==> src/rtl/pc_gen_pkg.sv <==
// ---------------------------------------------------------------------------
// pc_gen_pkg
// Shared CPU definitions used by the fetch PC generator and its BTB:
//   XLEN               - architectural register / address width
//   RESET_VECTOR_DEF   - default PC loaded on reset
//   btb_ctr_e          - 2-bit saturating branch-direction counter encoding
//   align_pc()         - clears bits [1:0] of a redirect / predicted target
// ---------------------------------------------------------------------------
package pc_gen_pkg;

   localparam int XLEN = 64;

   localparam logic [XLEN-1:0] RESET_VECTOR_DEF = 64'h0000_0000_8000_0000;

   typedef enum logic [1:0] {
      SNT = 2'd0,   // strongly not-taken
      WNT = 2'd1,   // weakly not-taken
      WT  = 2'd2,   // weakly taken
      ST  = 2'd3    // strongly taken
   } btb_ctr_e;

   // Misaligned targets are reported by execute; fetch always sees a word address.
   function automatic logic [XLEN-1:0] align_pc(input logic [XLEN-1:0] addr);
      return addr & {{(XLEN-2){1'b1}}, 2'b00};
   endfunction

endpackage

==> src/rtl/pc_gen_btb.sv <==
// ---------------------------------------------------------------------------
// btb_dm
// Direct-mapped branch target buffer with 2-bit saturating counters.
// One combinational read port, one synchronous write (training) port.
//   clk, rst        - clock, asynchronous active-high reset
//   rd_idx_i/tag_i  - lookup index and tag (from the current fetch PC)
//   rd_taken_o      - entry hits and its counter predicts taken
//   rd_target_o     - predicted target, 0 when not predicted taken
//   wr_valid_i      - execute resolved a control-transfer instruction
//   wr_idx_i/tag_i  - index and tag of the resolved instruction
//   wr_taken_i      - actual direction
//   wr_target_i     - actual taken target
// ---------------------------------------------------------------------------
module btb_dm
   import pc_gen_pkg::*;
#(
   parameter int ENTRIES = 16,
   parameter int TAG_W   = 20,
   localparam int IDX_W  = $clog2(ENTRIES)
) (
   input  logic             clk,
   input  logic             rst,
   input  logic [IDX_W-1:0] rd_idx_i,
   input  logic [TAG_W-1:0] rd_tag_i,
   output logic             rd_taken_o,
   output logic [XLEN-1:0]  rd_target_o,
   input  logic             wr_valid_i,
   input  logic [IDX_W-1:0] wr_idx_i,
   input  logic [TAG_W-1:0] wr_tag_i,
   input  logic             wr_taken_i,
   input  logic [XLEN-1:0]  wr_target_i
);

   logic             valid_q  [ENTRIES];
   btb_ctr_e         ctr_q    [ENTRIES];
   logic [TAG_W-1:0] tag_q    [ENTRIES];
   logic [XLEN-1:0]  target_q [ENTRIES];

   logic rd_hit;
   logic wr_hit;

   // Read sees the registered arrays, so a same-cycle write is visible next cycle.
   assign rd_hit      = valid_q[rd_idx_i] && (tag_q[rd_idx_i] == rd_tag_i);
   assign rd_taken_o  = rd_hit && ctr_q[rd_idx_i][1];
   assign rd_target_o = rd_taken_o ? target_q[rd_idx_i] : '0;

   assign wr_hit = valid_q[wr_idx_i] && (tag_q[wr_idx_i] == wr_tag_i);

   // NOTE: every array is reset, not just valid: reset must leave the whole
   // table in a known state (counters SNT, tags and targets zero).
   // NOTE: sequential state uses non-blocking assignments so every entry
   // updates from pre-edge values regardless of statement order.
   always_ff @(posedge clk or posedge rst) begin
      if (rst) begin
         for (int i = 0; i < ENTRIES; i++) begin
            valid_q[i]  <= 1'b0;
            ctr_q[i]    <= SNT;
            tag_q[i]    <= '0;
            target_q[i] <= '0;
         end
      end else if (wr_valid_i) begin
         if (wr_hit) begin
            if (wr_taken_i) begin
               ctr_q[wr_idx_i]    <= (ctr_q[wr_idx_i] == ST) ? ST
                                     : btb_ctr_e'(ctr_q[wr_idx_i] + 2'd1);
               target_q[wr_idx_i] <= align_pc(wr_target_i);
            end else begin
               ctr_q[wr_idx_i]    <= (ctr_q[wr_idx_i] == SNT) ? SNT
                                     : btb_ctr_e'(ctr_q[wr_idx_i] - 2'd1);
            end
         end else if (wr_taken_i) begin
            // Taken miss allocates (or evicts an alias); not-taken miss is ignored.
            valid_q[wr_idx_i]  <= 1'b1;
            tag_q[wr_idx_i]    <= wr_tag_i;
            ctr_q[wr_idx_i]    <= WT;
            target_q[wr_idx_i] <= align_pc(wr_target_i);
         end
      end
   end

endmodule

==> src/rtl/pc_gen.sv <==
// ---------------------------------------------------------------------------
// pc_gen
// Owns the architectural fetch PC and picks the next PC each cycle from
// trap, execute redirect, stall-hold, BTB prediction or pc+4.
//   clk, rst                - clock, asynchronous active-high reset
//   pc_stall                - hold pc (fetch/decode stalled)
//   trap_valid/target       - trap redirect (highest priority)
//   ex_redirect_valid/target- execute mispredict redirect
//   btb_upd_*               - BTB training from execute
//   pc                      - registered fetch PC
//   pc_o_pred_taken/target  - BTB prediction for the current pc
//   pc_o_flush              - redirect this cycle (fetch_bubble)
// ---------------------------------------------------------------------------
module pc_gen
   import pc_gen_pkg::*;
#(
   parameter logic [63:0] RESET_VECTOR = RESET_VECTOR_DEF,
   parameter int          BTB_ENTRIES  = 16,
   parameter int          TAG_W        = 20
) (
   input  logic        clk,
   input  logic        rst,
   input  logic        pc_stall,
   input  logic        trap_valid,
   input  logic [63:0] trap_target,
   input  logic        ex_redirect_valid,
   input  logic [63:0] ex_redirect_target,
   input  logic        btb_upd_valid,
   input  logic [63:0] btb_upd_pc,
   input  logic        btb_upd_taken,
   input  logic [63:0] btb_upd_target,
   output logic [63:0] pc,
   output logic        pc_o_pred_taken,
   output logic [63:0] pc_o_pred_target,
   output logic        pc_o_flush
);

   localparam int IDX_W = $clog2(BTB_ENTRIES);
   localparam int TAG_LO = IDX_W + 2;
   localparam int TAG_HI = TAG_W + IDX_W + 1;

   logic [63:0] pc_q;
   logic [63:0] pc_d;
   logic        unused_upd_bits;

   // Only index/tag bits of the training PC matter.
   assign unused_upd_bits = ^{btb_upd_pc[63:TAG_HI+1], btb_upd_pc[1:0]};

   btb_dm #(
      .ENTRIES (BTB_ENTRIES),
      .TAG_W   (TAG_W)
   ) u_btb (
      .clk         (clk),
      .rst         (rst),
      .rd_idx_i    (pc_q[IDX_W+1:2]),
      .rd_tag_i    (pc_q[TAG_HI:TAG_LO]),
      .rd_taken_o  (pc_o_pred_taken),
      .rd_target_o (pc_o_pred_target),
      .wr_valid_i  (btb_upd_valid),
      .wr_idx_i    (btb_upd_pc[IDX_W+1:2]),
      .wr_tag_i    (btb_upd_pc[TAG_HI:TAG_LO]),
      .wr_taken_i  (btb_upd_taken),
      .wr_target_i (btb_upd_target)
   );

   assign pc_o_flush = trap_valid | ex_redirect_valid;

   // Redirects outrank stall: the stalled younger work is being discarded.
   always_comb begin
      // NOTE: default first so every path assigns pc_d and no latch is inferred.
      pc_d = pc_q + 64'd4;
      if (trap_valid) begin
         pc_d = align_pc(trap_target);
      end else if (ex_redirect_valid) begin
         pc_d = align_pc(ex_redirect_target);
      end else if (pc_stall) begin
         pc_d = pc_q;
      end else if (pc_o_pred_taken) begin
         pc_d = align_pc(pc_o_pred_target);
      end
   end

   always_ff @(posedge clk or posedge rst) begin
      if (rst) pc_q <= RESET_VECTOR;
      else     pc_q <= pc_d;
   end

   assign pc = pc_q;

endmodule

==> config.mk <==
export PLATFORM = sky130hd
export DESIGN_NAME = pc_gen
export DESIGN_NICKNAME = d
export VERILOG_FILES = /design/src/rtl/pc_gen_pkg.sv /design/src/rtl/pc_gen_btb.sv /design/src/rtl/pc_gen.sv
export SDC_FILE = /design/constraint.sdc
export NUM_CORES = 2
export LEC_CHECK = 0
export CORE_ASPECT_RATIO = 0.8
export CORE_MARGIN = 1.5
export CORE_UTILIZATION = 50
export DETAILED_ROUTE_END_ITERATION = 12
export DONT_BUFFER_PORTS = 1
export SYNTH_ARGS = -nofsm -noshare
export SYNTH_HDL_FRONTEND = slang
export SYNTH_HIERARCHICAL = 1
export SYNTH_SLANG_ARGS = --single-unit
export TNS_END_PERCENT = 100
==> constraint.sdc <==
create_clock -name clk -period 60.2 [get_ports clk]
set_clock_uncertainty 0.1 [all_clocks]
set_input_delay 9.03 -clock clk [delete_from_list [all_inputs] [get_ports clk]]
set_output_delay 9.03 -clock clk [all_outputs]
set_load 0.03 [all_outputs]
==> impl_metrics.tcl <==
set metrics [dict create \
    clock_latency_ps 790 \
    r2r_setup_slack_ps 51740 \
    path_cells "nor2_1, buf_4, clkinv_1" \
    synth-seq-cells 1422 \
    synthToLayoutAreaGrowth_pct 9.10 \
    numCtsBuffers 147 \
    layout.cells.non_filler 7019 \
    regToRegStartpoint "pc[2]" \
    hold_end "u_btb/target_q[829]" \
    power_per_cell_area_nw_per_um2 34.8 \
    critPathSlowestCell "clkinv_1" \
    synth_ff_type "dfrtp_1" \
    post_cts_resized 0 \
    min_period_over_period_pct 31.6 \
    htree_levels 4 \
    critical_path_class "in -> out" \
    outcome "finished clean" \
    cts_setup_buffers 0 \
    ys_async_sr_fraction_pct 100 \
    dp_hpwl_mm 127 \
    finalMaxSlewViolations 0 \
    antenna_found_initial 13 \
    std_cell_rows 123 \
    route.final.wire_length_mm 217 \
    grt_usage_pct 30.3 \
    place.gp.congestion 0.897 \
    port_buffers 0 \
    syn_inst 5218 \
    start_util_pct 50.4 \
    synthTopCellsByArea "dfrtp_1, mux2_2, mux4_2, nand2_1, clkbuf_1" \
    viasPerCell 6.45 \
    pin_count 393 \
    overflow 0 \
    slowest_delay_ps 460 \
    fp.dieArea_um2 144000 \
    fin_nets 5291 \
    postSynthAreaPerCell_um2 13.6 \
    yosysUniqueCellTypes 77 \
    grt_max_degree 188 \
    leakagePower_nw 33.8 \
    final.min_clock_period_ps 19030 \
    cp_num_buf_inv 2 \
    drt-pass1-iter-count 6 \
    rsz0062_at_grt "false" \
    worst_pin_slew_ps 1270 \
    syn_area_um2 70800 \
    cap_violations 0 \
    yosys_warnings 6 \
    worstHoldStart "u_btb/target_q[829]" \
    final-setup-viol-count 0 \
    die_h_um 339 \
    slew_headroom_pct 15.1 \
    n_fill_cell 11496 \
    crit_arrival_ps 9900 \
    cts_tree "done" \
    setup_tns_ps 0 \
    wl_per_cell_um 30.9 \
    drtAntennaViolNets 0 \
    yosysMostFrequentCell "dfrtp_1" \
    fmaxAchievable_ghz 0.0525 \
    crit_cells 3 \
    cp-end-kind "output port" \
    hold_buffers 0 \
    start_kind "input port" \
    fin_util_pct 54.9 \
    drcViolationCount 0 \
    layout-drive-gt1-share_pct 39.8 \
    synth_top_cell_area_share_pct 50.3 \
    yosysSeqAreaShare_pct 50.3 \
    die_w_um 424 \
    holdPathStages 2 \
    grt_pass1_vias 45570 \
    clk_pin_slew_ps 60 \
    max-clock-path-buffers 3 \
    r2r_end "pc[19]" \
    yosysTopAreaCell "dfrtp_1" \
    synth_edf_count 0 \
    design.core.area_um2 141000 \
    hold_viol 0 \
    rr_worst_depth 18 \
    worstHoldPathType "reg -> reg" \
    path_max_fanout 90 \
    vias 45282 \
    synth_common_cells "dfrtp_1, mux2_2, nand2_1" \
    drt_iter0_drc 4481 \
    clock-sinks 1422 \
    dp_cells 6753 \
    root_buffer "clkbuf_16" \
    critPathTopFamily "buffers and inverters" \
    worstPathRequired_ps 51070 \
    ir_drop_mv 0.0283 \
    grt_pass1_wl_mm 321 \
]
logic make-up (layout without fill, tap and decap cells):
kind of cell / count (synthesis) / count (layout) / share of synthesized area (%)
muxes: 1708 / 1708 / 34.8
DFF: 1422 / 1422 / 50.3
and+or+nand+nor: 1105 / 1105 / 7.03
buffers and inverters: 489 / 404 / 3.02
AOI/OAI and AO/OA: 429 / 429 / 4.02
xor gates and xnor gates: 60 / 60 / 0.743
adders and majority gates: 3 / 3 / 0.0460
other: 2 / 13 / 0.0106
metrics by stage:
step	worst slack [ps]	instance area (µm²)	hold slack [ps]	power, mW
after detailed placement	41240	72400	359	1.77
after floorplan	12730	70800	342	1.65
final	41170	77200	372	2.69
after global routing	41150	77200	393	2.80
after CTS	41240	77200	376	2.70
after global placement	41240	72400	355	1.76
placed cells by master, fill, tap and decap left out, types with 33 or more instances in the layout:
| cell | count |
|---|---|
| a21oi_1 | 74 |
| buf_4 | 112 |
| clkbuf_1 | 33 |
| clkbuf_16 | 153 |
| clkbuf_8 | 33 |
| dfrtp_1 | 1417 |
| mux2_2 | 1135 |
| mux2i_1 | 77 |
| mux4_2 | 490 |
| nand2_1 | 666 |
| nand2b_1 | 41 |
| nand3_1 | 35 |
| nor2_1 | 110 |
| nor2b_1 | 77 |
| o21ai_0 | 111 |
where the power goes:
part           switching (mW)  internal [mW]
clock                   0.389          0.539
sequential              0.121           1.13
combinational           0.207          0.296
total                   0.716           1.97
worst min-delay path: cells and delay by family (launching register included):
family,cells,cell delay [ps]
DFF,1,340
and+or+nand+nor,2,100
sequential cells by signal, indices dropped and copies added (netlist names):
signal	count
u_btb/tag_q	320
u_btb/valid_q	16
pc	62
u_btb/target_q	992
u_btb/ctr_q	32
final cells by class:
class                           count  area, µm²  area share (%)
Antenna cell                        9       22.5          0.0292
Clock buffer                      219       4410            5.71
Clock inverter                     38        417           0.540
Inverter                           32        129           0.167
Multi-Input combinational cell   3309      33400            43.2
Sequential cell                  1422      35600            46.1
Tap cell                         1875       2350            3.04
Timing Repair Buffer              115        901            1.17
layer usage:
layer,global-route usage (%),up-vias,share of wire (%)
met2,46.4,1670,46
met5,0,-,0.0065
met1,41.9,24353,42
li1,-,18871,-
met3,5.26,386,6.2
met4,15.1,2,5.3
worst max-delay path by stage:
stage | start | to | slack, ps
5_1_grt | ex_redirect_valid | pc_o_flush | 41150
3_3_place_gp | ex_redirect_valid | pc_o_flush | 41240
6_report | ex_redirect_valid | pc_o_flush | 41170
4_1_cts | ex_redirect_valid | pc_o_flush | 41240
2_1_floorplan | rst | u_btb/ctr_q[0] | 12730
3_5_place_dp | ex_redirect_valid | pc_o_flush | 41240
Note: power is estimated with default switching activity, not from simulation.
